<file path="src/rtl/led_serializer.sv">
// rtl/led_serializer.sv - shifts a WIDTH-bit word MSB first to an external shift register, then pulses a latch.
// Define LED_SERIALIZER_CHANGE_DETECT_EN to start transfers whenever DATA differs from the last word sent.
module led_serializer #(
  parameter int WIDTH = 32,
  parameter int HALF  = 4
) (
  input  logic             CLK,
  input  logic             RESET,
  input  logic [WIDTH-1:0] DATA,
  input  logic             VALID,
  output logic             READY,
  output logic             SER_DATA,
  output logic             SER_CLK,
  output logic             SER_LATCH,
  output logic             DONE
);

  localparam int BW  = $clog2(WIDTH + 1);
  localparam int HCW = (HALF > 1) ? $clog2(HALF) : 1;
  localparam logic [HCW-1:0] HALF_MAX = HCW'(HALF - 1);
  localparam logic [BW-1:0]  LAST_BIT = BW'(WIDTH - 1);

  typedef enum logic [1:0] {
    IDLE     = 2'd0,
    SHIFT_LO = 2'd1,
    SHIFT_HI = 2'd2,
    LATCH    = 2'd3
  } state_t;

  state_t           state_q, state_d;
  logic [WIDTH-1:0] shift_q, shift_d;
  logic [BW-1:0]    bit_q, bit_d;
  logic [HCW-1:0]   half_q, half_d;
  logic             done_q, done_d;
  logic             start;
  logic             half_last;

`ifdef LED_SERIALIZER_CHANGE_DETECT_EN
  logic [WIDTH-1:0] last_word_q, last_word_d;
  assign start = (DATA != last_word_q);
`else
  assign start = VALID;
`endif

  assign half_last = (half_q == HALF_MAX);

  always_ff @(posedge CLK) begin
    if (!RESET) begin
      state_q <= IDLE;
      shift_q <= '0;
      bit_q   <= '0;
      half_q  <= '0;
      done_q  <= 1'b0;
`ifdef LED_SERIALIZER_CHANGE_DETECT_EN
      last_word_q <= '0;
`endif
    end else begin
      state_q <= state_d;
      shift_q <= shift_d;
      bit_q   <= bit_d;
      half_q  <= half_d;
      done_q  <= done_d;
`ifdef LED_SERIALIZER_CHANGE_DETECT_EN
      last_word_q <= last_word_d;
`endif
    end
  end

  always_comb begin
    state_d = state_q;
    shift_d = shift_q;
    bit_d   = bit_q;
    half_d  = half_q;
    done_d  = 1'b0;
`ifdef LED_SERIALIZER_CHANGE_DETECT_EN
    last_word_d = last_word_q;
`endif
    case (state_q)
      IDLE: begin
        if (start) begin
          shift_d = DATA;
          bit_d   = '0;
          half_d  = '0;
          state_d = SHIFT_LO;
`ifdef LED_SERIALIZER_CHANGE_DETECT_EN
          last_word_d = DATA;
`endif
        end
      end
      SHIFT_LO: begin
        if (half_last) begin
          half_d  = '0;
          state_d = SHIFT_HI;
        end else begin
          half_d = half_q + HCW'(1);
        end
      end
      SHIFT_HI: begin
        // The bit advances only after the external device has seen the full high phase.
        if (half_last) begin
          half_d  = '0;
          shift_d = {shift_q[WIDTH-2:0], 1'b0};
          bit_d   = bit_q + BW'(1);
          state_d = (bit_q == LAST_BIT) ? LATCH : SHIFT_LO;
        end else begin
          half_d = half_q + HCW'(1);
        end
      end
      LATCH: begin
        if (half_last) begin
          half_d  = '0;
          done_d  = 1'b1;
          state_d = IDLE;
        end else begin
          half_d = half_q + HCW'(1);
        end
      end
      default: state_d = IDLE;
    endcase
  end

  assign READY     = (state_q == IDLE);
  assign SER_CLK   = (state_q == SHIFT_HI);
  assign SER_LATCH = (state_q == LATCH);
  assign SER_DATA  = ((state_q == SHIFT_LO) || (state_q == SHIFT_HI)) && shift_q[WIDTH-1];
  assign DONE      = done_q;

endmodule

</file>
<file path="config.mk">
export PLATFORM = sky130hd
export DESIGN_NAME = led_serializer
export DESIGN_NICKNAME = d
export VERILOG_FILES = /design/src/rtl/led_serializer.sv
export SDC_FILE = /design/constraint.sdc
export NUM_CORES = 1
export LEC_CHECK = 0
export ABC_CLOCK_PERIOD_IN_PS = 2100
export CAP_MARGIN = 20
export CORE_MARGIN = 4
export CORE_UTILIZATION = 41
export CTS_CLUSTER_SIZE = 28
export DETAILED_ROUTE_END_ITERATION = 12
export DONT_BUFFER_PORTS = 1
export PLACE_DENSITY = 0.64
export SYNTH_ARGS = -nofsm -noshare
export SYNTH_HDL_FRONTEND = slang
export SYNTH_SLANG_ARGS = --single-unit
</file>
<file path="constraint.sdc">
create_clock -name CLK -period 2.1 [get_ports CLK]
set_input_delay 0.42 -clock CLK [delete_from_list [all_inputs] [get_ports CLK]]
set_output_delay 0.42 -clock CLK [all_outputs]
set_load 0.05 [all_outputs]
</file>
==> Word-level counts from Yosys, hierarchy flattened <==
Index checks and enable logic that the tools add are counted.
{ "word_totals": {"reg_bits": 43} }
{ "op_classes": {"addsub": 2, "eq_ne": 9, "mux": 16, "n_reduce_logical": 8} }
{ "op_table": {"columns": ["operator", "n"], "rows": [
  ["2-to-1 mux 32 bit", 2],
  ["one-hot mux 32 bit (2 select lines)", 1],
  ["2-to-1 mux 2 bit", 7],
  ["2-to-1 mux 6 bit", 2],
  ["one-hot mux 6 bit (2 select lines)", 1],
  ["one-hot mux 2 bit (4 select lines)", 1],
  ["adder 6 x 1 -> 6 bit, second input constant", 1],
  ["== test 2 bit, second input constant", 3],
  ["== test 6 x 5 -> 1 bit, second input constant", 1],
  ["!= test 2 x 1 -> 1 bit, second input constant", 2],
  ["!= test 2 bit, second input constant", 2],
  ["one-hot mux 2 bit (2 select lines)", 1],
  ["AND reduction 4 bit", 1],
  ["AND reduction 3 bit", 1],
  ["OR reduction 3 bit", 1],
  ["adder 2 x 1 -> 2 bit, second input constant", 1],
  ["== test 2 x 1 -> 1 bit, second input constant", 1],
  ["zero test 2 bit", 1],
  ["AND reduction 2 bit", 1],
  ["nonzero test 2 bit", 1],
  ["logical AND 1 bit", 1],
  ["logical OR 1 bit", 1],
  ["2-to-1 mux 1 bit", 1]
]} }

==> Depth between registers and ports, before layout <==
Gate-level depths: netlist of the first run.
{ "depth": {"depth_word": 4, "mapped_depth": 9, "mapped_depth_nobuf": 6} }

==> Worst setup path before layout of the first run <==
No wires, ideal clock.
{ "synth_path": {"path_kind": "register to register", "from": "register state_q[0]", "to": "register shift_q[18]", "setup_time_ps": 116, "arrival_time_ps": 1877, "required_ps": 1984, "setup_slack_ps": 107, "path_stages_with_launch": 10, "n_path_buf": 3, "synth_period_minus_slack_ps": 1993, "path_cell_list": "dfxtp_1 > inv_1 > ha_1 > buf_2 > nor2_2 > nor3_4 > buf_6 > buf_6 > nand2_1 > o211a_1"} }
{ "synth_between": {"elab_chain_len": 3, "elab_cells_between_ends": 7, "classes_between": "eq/ne: 3; mux: 1; reduce/logical: 3"} }
{ "synth_lines": {"columns": ["element", "line", "text"], "rows": [
  ["start, declared", "30", "state_t state_q, state_d;"],
  ["start signal, assigned", "58", "state_q <= state_d;"],
  ["== test 2 bit (*)", null, null],
  ["named net SER_CLK", "13", "output logic SER_CLK,"],
  ["!= test 2 x 1 -> 1 bit (no line) / nonzero test 2 bit (equally long branches)", null, null],
  ["AND reduction 3 bit (no line)", null, null],
  ["end signal, assigned", "59", "shift_q <= shift_d;"],
  ["end, declared", "31", "logic [WIDTH-1:0] shift_q, shift_d;"]
]} }
The timed path passes the listed nets; every way through them passes the cells marked *.
A chain may end at the register's enable or synchronous reset.

==> Worst setup path in the final report of the first run <==
{ "layout_path": {"from": "register state_q[0]", "to": "output port SER_DATA"} }
{ "layout_between": {"elab_chain_len": 3, "elab_cells_between_ends": 4, "classes_between": "eq/ne: 2; reduce/logical: 2"} }
{ "layout_lines": {"columns": ["element", "line", "text"], "rows": [
  ["== test 2 x 1 -> 1 bit / == test 2 bit (equally long branches)", "125", "assign SER_DATA = ((state_q == SHIFT_LO) || (state_q == SHIFT_HI)) && shift_q[WIDTH-1];"],
  ["logical OR 1 bit (*)", "125", null],
  ["logical AND 1 bit (*)", "125", null],
  ["end, declared", "12", "output logic SER_DATA,"]
]} }
Every way passes the cells marked *; elsewhere a longest branch is shown, timed or not.

==> results of run 1 <==
-- layer usage --
| layer | wire length [um] | track usage [%] | vias up |
|---|---|---|---|
| met5 | 0 | 0 | - |
| met4 | 61 | 5.07 | 0 |
| met3 | 315 | 5.04 | 8 |
| li1 | - | - | 754 |
| met2 | 1780 | 20.6 | 37 |
| met1 | 1850 | 16.4 | 711 |
-- layout make-up --
class / instances / area [sq um]
Fill cell: 513 / 2800
Multi-Input combinational cell: 148 / 1160
Sequential cell: 43 / 861
Clock buffer: 7 / 96.3
Tap cell: 70 / 87.6
Timing Repair Buffer: 9 / 80.1
Inverter: 4 / 15.0
Clock inverter: 1 / 7.51
-- worst max path at each step --
stage / startpoint / depth (start not counted) / to / slack [ps]
after floorplan: state_q[0] / 9 / shift_q[18] / 110
after global placement: state_q[0] / 7 / shift_q[5] / 330
after detailed placement: state_q[0] / 7 / shift_q[30] / 270
after CTS: state_q[0] / 3 / SER_DATA / 140
after global routing: state_q[0] / 3 / SER_DATA / 70
final: state_q[0] / 3 / SER_DATA / 160
-- worst max-delay path: cells and delay by family, from the launching register on --
family	cells	cell delay, ps
buf+inv	1	100
fa+ha+maj	1	280
simple gates	1	440
flops	1	410
-- layout by cell type (no fill, tap or decap) --
cell type | netlist | final
ha_1 | 7 | 6
nor3_4 | 1 | 1
and2_1 | 2 | 2
xnor2_1 | 3 | 3
buf_4 | 0 | 8
dfxtp_1 | 43 | 43
nand4_1 | 1 | 1
and3_1 | 2 | 2
nor4b_2 | 1 | 1
a21oi_1 | 2 | 2
inv_1 | 4 | 4
ha_2 | 0 | 1
or3_1 | 1 | 1
a32oi_1 | 1 | 1
nand3_1 | 3 | 3
o22ai_1 | 2 | 2
buf_12 | 0 | 1
o21ai_0 | 1 | 1
nor2b_4 | 1 | 1
o211a_1 | 31 | 31
nor3_1 | 1 | 1
nor4b_1 | 1 | 1
a22oi_1 | 1 | 1
a21boi_1 | 1 | 1
o21bai_1 | 1 | 1
nand2_1 | 35 | 35
a41oi_2 | 1 | 1
mux2i_1 | 31 | 31
clkinvlp_4 | 0 | 1
nor2_2 | 1 | 1
or3b_4 | 1 | 1
nor2_1 | 6 | 6
clkbuf_8 | 0 | 7
nor2b_1 | 5 | 5
nor4_1 | 2 | 2
nand3b_1 | 1 | 1
mux2_2 | 1 | 1
-- sequential cells by signal, indices dropped and copies added, names as in the netlist --
signal   cells
shift_q     32
bit_q        6
half_q       2
state_q      2
DONE         1
-- where the power goes --
part / switching, mW / total [mW] / internal [mW]
registers: 0.179 / 1.33 / 1.15
clock network: 0.287 / 0.586 / 0.299
logic: 0.767 / 1.39 / 0.619
total: 1.23 / 3.30 / 2.07
-- synth_stat cells, drive strengths merged --
library cell,instances
or3,1
nor4,2
clkbuf,4
buf,13
o22ai,2
mux2i,31
a32oi,1
mux2,1
or3b,1
nor3,2
nand2,35
o211a,31
a41oi,1
nor2b,6
nor2,7
a22oi,1
inv,4
and3,2
ha,7
o21bai,1
a21boi,1
and2,2
a21oi,2
nand3,3
nand3b,1
xnor2,3
o21ai,1
nand4,1
dfxtp,43
nor4b,2
-- stage by stage --
stage / hold slack, ps / instances / utilization (%) / power [mW] / instance area (sq um)
after floorplan: 430 / 212 / - / 2.64 / 2160
after global placement: 462 / 274 / 43.1 / 2.71 / 2200
after detailed placement: 458 / 274 / 43.1 / 2.74 / 2200
after CTS: 236 / 282 / 45.1 / 3.34 / 2300
after global routing: 229 / 282 / 45.1 / 3.58 / 2300
final: 248 / 282 / 45.1 / 3.30 / 2300
-- logic make-up after synthesis --
group,count (synthesis),synth area share (%)
mux,32,14.9
buf+inv,21,6.72
fa+ha+maj,7,4.05
compound gates,41,17.8
xor+xnor,3,1.22
flops,43,39.8
simple gates,65,15.5
==> flow_summary.toml, run 1 <==
[outcome]
status = "finished clean"

[setup_path]
r2r-start = "state_q[0]"
cp-end-kind = "output port"
slowest_stage = "and2_1"
worstPathMaxFanout = 5
crit_type = "reg -> out"
cpPeakStageDelay_ps = 440
cp.arrival_ps = 1520
reg2reg_slack_ps = 250
r2r_cells = 7
r2r_end = "shift_q[9]"
cp-start-kind = "register"
required_ps = 1680
crit_chain = "inv_1 > ha_1 > and2_1"

[job]
cap_violations = 0

[cts]
cts_buffer_depth = 2
cts_buffers = 5
postCtsHoldBufs = 0
htree_levels = 2
clock-sinks = 43
clkTransAtPathRegs_ps = 80
cts_setup_buffers = 0
clockRootBuffer = "clkbuf_8"
post_cts_resized = 0
cts_tree = "done"
clk_latency_ps = 290

[place]
pre_cts_slack_ps = 266
hpwlAfterDp_mm = 2.72
portBuffers = 0
gp_congestion = 0.800

[timing]
finalSetupTns_ps = 0
period_needed_ps = 1940
clock.fmax_ghz = 0.515
worst_pin_slew_ps = 500
slew_headroom_pct = 66.9
setup_ws_ps = 157
fin_worst_skew_ps = 6.43
setup_violations = 0
period_share_pct = 92.5
rsz0062_at_grt = "no"
slew_violations = 0
hold_viol_final = 0

[synthesis]
yosysUniqueCellTypes = 35
yosys-top-cells-area = "dfxtp_1 40%, mux2i_1 14%, o211a_1 14%"
netlist.area_leader.share_pct = 39.8
synth_area_leader_cell = "dfxtp_1"
synthCells = 212
synth_nets = 254
ys_seq_area_share_pct = 39.8
synth.ff_latch_count = 43
yosysWarnings = 0
syn_area_per_cell_sq_um = 10.2
synth_area_sq_um = 2160

[detailed_routing]
first_pass_iters = 4
first_iter_violations = 43
routed-via-count = 1510
vias_per_cell = 5.35
detail_route.wl_per_cell_um = 14.2
drcViolationCount = 0
drtAntennaViolNets = 0
drt-total-wl_mm = 4.00

[global_route]
grt_pass1_wl_mm = 6.65
antenna_found_initial = 0
gr-usage-all-layers_pct = 13.2
grt_max_degree = 42
grt_overflow_total = 0
grt_pass1_vias = 1473

[floorplan]
row_count = 26
dieHeight_um = 80.6
start_util_pct = 42.3
pin_count = 40
dieWidth_um = 80.6
die_area_sq_um = 6500
core_sq_um = 5110

[pwr]
worst_ir_drop_vdd_mv = 0.618
power_per_cell_area_nw_per_um2 = 1430
p_leak_nw = 1.10

[hold_path]
hold_start = "RESET"
worstHoldPathCells = 1
min_to = "shift_q[30]"
min_path_type = "in -> reg"

[cells_and_area]
drive_above_1_share_pct = 11.8
finalNetCount = 253
antenna_cells = 0
area_growth_pct = 6.66
(Power assumes the default switching activity.)
==> run 2, diff against run 1 <==
--- a/config.mk
+++ b/config.mk
@@ -8,11 +8,11 @@
 export ABC_CLOCK_PERIOD_IN_PS = 2100
 export CAP_MARGIN = 20
 export CORE_MARGIN = 4
-export CORE_UTILIZATION = 41
+export CORE_UTILIZATION = 35
 export CTS_CLUSTER_SIZE = 28
 export DETAILED_ROUTE_END_ITERATION = 12
 export DONT_BUFFER_PORTS = 1
-export PLACE_DENSITY = 0.64
+export PLACE_DENSITY = 0.58
 export SYNTH_ARGS = -nofsm -noshare
 export SYNTH_HDL_FRONTEND = slang
 export SYNTH_SLANG_ARGS = --single-unit
==> run 2 against run 1 <==
  * Utilization decreased by 6.8 points
  * First-iteration DRC count increased by 42%
  * Critical path type unchanged
  * Count of clock-buffer cells in the layout decreased by 1
  * Critical path depth unchanged
  * Non-clock buffer count decreased by 2
  * Sequential share of layout area increased by 0.41 points
  * Register-to-register slack about the same
  * Largest cell class unchanged
==> flow_summary.toml, run 2 (same netlist as run 1, synthesis figures left out) <==
[detailed_routing]
first_iter_violations = 61
drtAntennaViolNets = 0
drt-total-wl_mm = 3.97
drcViolationCount = 0
routed-via-count = 1453
detail_route.wl_per_cell_um = 14.0
first_pass_iters = 4
vias_per_cell = 5.12

[cells_and_area]
fill_cells = 615
drive_above_1_share_pct = 10.5
layout_commonest_cell = "dfxtp_1"
regMostFlops = "shift_q"
antenna_cells = 0
fin_area_sq_um = 2280
area_growth_pct = 5.50
largest_register_ffs = 32
mostFrequentLayoutCells = "43 x dfxtp_1, 35 x nand2_1, 31 x mux2i_1, 31 x o211a_1"
final_util_pct = 38.3
reg.largest.list = "shift_q (32), bit_q (6)"
finalNetCount = 251

[place]
portBuffers = 0
placed_cell_area_sq_um = 2190
hpwlAfterDp_mm = 2.66
gp_congestion = 0.707

[floorplan]
dieHeight_um = 86.6
row_count = 28
start_util_pct = 36.3
core_sq_um = 5960
die_area_sq_um = 7500
dieWidth_um = 86.6
pin_count = 40

[hold_path]
min_path_type = "in -> reg"
hold_start = "RESET"

[setup_path]
cp-start-kind = "register"
cp.arrival_ps = 1520
worstPathMaxFanout = 36
r2r-start = "state_q[0]"
slowest_stage = "buf_4"
startpoint = "state_q[0]"
crit_type = "reg -> out"
required_ps = 1680
cpPeakStageDelay_ps = 580
crit_chain = "inv_1 > ha_2 > buf_4"
cp-end-kind = "output port"

[cts]
clockRootBuffer = "clkbuf_8"
post_cts_resized = 0
cts_buffer_depth = 2
postCtsHoldBufs = 0
clock-sinks = 43
cts_buffers = 5
cts_tree = "done"
cts_setup_buffers = 0
clkTransAtPathRegs_ps = 80
clk_latency_ps = 290
htree_levels = 2

[global_route]
grt_overflow_total = 0
gr-usage-all-layers_pct = 11.5
grt_max_degree = 42
grt_pass1_wl_mm = 6.88
antenna_found_initial = 0
grt_pass1_vias = 1434

[timing]
whs_ps = 251
slew_violations = 0
hold_viol_final = 0
slew_headroom_pct = 53.6
setup_violations = 0
finalSetupTns_ps = 0
period_share_pct = 92.5
worst_pin_slew_ps = 696
period_needed_ps = 1940
fin_worst_skew_ps = 2.53
clock.fmax_ghz = 0.515
rsz0062_at_grt = "no"

[job]
cap_violations = 0

[pwr]
worst_ir_drop_vdd_mv = 0.829
power_per_cell_area_nw_per_um2 = 1420
p_leak_nw = 1.09

[outcome]
status = "finished clean"
==> run 2: report_power, final <==
part | internal, mW | total, mW | switching (mW)
Clock | 0.258 | 0.527 | 0.268
Sequential | 1.15 | 1.33 | 0.178
Combinational | 0.610 | 1.38 | 0.770
==> run 2: worst paths after layout <==
| path | to | slack, ps | cells after the start |
|---|---|---|---|
| worst max-delay path | SER_CLK | 160 | 3 |
| worst max register to register | shift_q[1] | 260 | 7 |
| worst min register to register | shift_q[0] | 460 | 2 |
| worst min-delay path | half_q[1] | 250 | 1 |
==> run 2: per-layer routing <==
metal / track usage [%] / routed length (um) / vias to the layer above
met5: 0 / 0 / -
li1: - / - / 752
met4: 2.97 / 20 / 0
met2: 17.0 / 1690 / 35
met1: 15.8 / 1980 / 664
met3: 4.66 / 288 / 2
==> run 2: through the flow <==
stage	total power [mW]	setup slack, ps	cells
2_1_floorplan	2.64	107	212
4_1_cts	3.28	119	284
6_report	3.23	158	284
5_1_grt	3.53	48.8	284
3_3_place_gp	2.72	248	277
3_5_place_dp	2.73	269	277
==> run 2: cell type report <==
cell class / count / area, sq um / share of cell area (%)
Inverter: 4 / 15.0 / 0.659
Sequential cell: 43 / 861 / 37.8
Clock buffer: 6 / 82.6 / 3.62
Clock inverter: 1 / 5.00 / 0.220
Multi-Input combinational cell: 148 / 1160 / 50.8
Tap cell: 75 / 93.8 / 4.12
Timing Repair Buffer: 7 / 65.1 / 2.85
==> run 2: worst max-delay path, delay by kind of cell, from the launching register on <==
family | cells | cell delay, ps
buf+inv | 2 | 670
flops | 1 | 350
fa+ha+maj | 1 | 210
==> run 3, diff against run 2 <==
--- a/config.mk
+++ b/config.mk
@@ -12,6 +12,7 @@
 export CTS_CLUSTER_SIZE = 28
 export DETAILED_ROUTE_END_ITERATION = 12
 export DONT_BUFFER_PORTS = 1
+export MAX_ROUTING_LAYER = met4
 export PLACE_DENSITY = 0.58
 export SYNTH_ARGS = -nofsm -noshare
 export SYNTH_HDL_FRONTEND = slang
==> run 3 against run 2 <==
  * Sequential power about the same
  * Via count rose by 0.89%
  * Setup slack got worse by 0.90 ps
  * Hold slack barely moved
  * Utilization is the same
  * Global-route usage rose by 0.36 points
==> flow_summary.toml, run 3 (same netlist as run 1, synthesis figures left out) <==
[cells_and_area]
area_growth_pct = 5.50
final_util_pct = 38.3
regMostFlops = "shift_q"
mostFrequentLayoutCells = "43 x dfxtp_1, 35 x nand2_1, 31 x mux2i_1, 31 x o211a_1"
drive_above_1_share_pct = 10.5
finalNetCount = 251
fill_cells = 615
largest_register_ffs = 32
antenna_cells = 0
layout_commonest_cell = "dfxtp_1"
reg.largest.list = "shift_q (32), bit_q (6)"

[detailed_routing]
drcViolationCount = 0
first_iter_violations = 64
drtAntennaViolNets = 0
drt-total-wl_mm = 4.02
detail_route.wl_per_cell_um = 14.2
first_pass_iters = 4
vias_per_cell = 5.16
routed-via-count = 1466

[global_route]
antenna_found_initial = 0
grt_max_degree = 42
grt_pass1_vias = 1436
grt_pass1_wl_mm = 6.89
gr-usage-all-layers_pct = 11.9
grt_overflow_total = 0

[pwr]
worst_ir_drop_vdd_mv = 0.833
p_leak_nw = 1.09
power_per_cell_area_nw_per_um2 = 1420

[timing]
fin_worst_skew_ps = 3.01
worst_pin_slew_ps = 696
hold_viol_final = 0
slew_violations = 0
period_share_pct = 92.5
setup_violations = 0
period_needed_ps = 1940
finalSetupTns_ps = 0
slew_headroom_pct = 53.6
clock.fmax_ghz = 0.515
rsz0062_at_grt = "no"

[floorplan]
row_count = 28
pin_count = 40
core_sq_um = 5960
die_area_sq_um = 7500
dieHeight_um = 86.6
start_util_pct = 36.3
dieWidth_um = 86.6

[cts]
post_cts_resized = 0
cts_tree = "done"
postCtsHoldBufs = 0
cts_setup_buffers = 0
clock-sinks = 43
htree_levels = 2
clockRootBuffer = "clkbuf_8"
clkTransAtPathRegs_ps = 80
clk_latency_ps = 290
cts_buffer_depth = 2
cts_buffers = 5

[job]
cap_violations = 0

[setup_path]
cp-start-kind = "register"
r2r-start = "state_q[0]"
required_ps = 1680
crit_type = "reg -> out"
worstPathMaxFanout = 36
cp-end-kind = "output port"
reg2reg_slack_ps = 250
r2r_end = "shift_q[3]"
cp.arrival_ps = 1520
r2r_cells = 7

[outcome]
status = "finished clean"

[hold_path]
hold_start = "RESET"
min_to = "half_q[1]"
worstHoldPathCells = 1
min_path_type = "in -> reg"

[place]
portBuffers = 0
hpwlAfterDp_mm = 2.66
gp_congestion = 0.715
[run 3: cell counts in the layout (fill, tap and decap cells not counted)]
No cell type changed its count.
[run 3: layout make-up]
cell class	instances	area, sq um	share of cell area, %
clock inverter	1	5.00	0.220
multi-input combinational	148	1160	50.8
inverter	4	15.0	0.659
tap	75	93.8	4.12
clock buffer	6	82.6	3.62
sequential	43	861	37.8
timing repair buffer	7	65.1	2.85
[run 3: through the flow]
step	area [sq um]	power, mW	worst slack (ps)	std cells	hold slack (ps)
finish	2280	3.24	157	284	251
global route	2280	3.53	46.8	284	230
CTS	2280	3.28	119	284	241
detailed placement	2190	2.73	269	277	454
global placement	2190	2.72	248	277	442
floorplan	2160	2.64	107	212	430
[run 3: how the worst max path moves through the flow]
| stage | start | end | slack (ps) | cells after the start |
|---|---|---|---|---|
| global placement | state_q[0] | shift_q[1] | 250 | 7 |
| detailed placement | state_q[0] | shift_q[29] | 270 | 7 |
| CTS | state_q[0] | SER_CLK | 120 | 3 |
| finish | state_q[0] | SER_CLK | 160 | 3 |
| floorplan | state_q[0] | shift_q[18] | 110 | 9 |
| global route | state_q[0] | SER_CLK | 50 | 3 |
[run 3: worst max-delay path, stage by stage, from the launching register on]
cell,delay [ps]
dfxtp_1,350
inv_1,90
ha_2,210
buf_4,580
[run 3: layer usage]
layer	vias up	track usage [%]	wire, um
li1	749	-	-
met3	2	4.37	268
met4	0	2.97	18
met5	-	-	0
met1	678	16.1	2050
met2	37	16.8	1690
[run 3: power breakdown]
part	switching (mW)	internal, mW	total, mW	leakage (nW)
clock network	0.270	0.258	0.529	0.0470
registers	0.178	1.15	1.33	0.355
logic	0.777	0.610	1.39	0.685
total	1.23	2.02	3.24	1.09
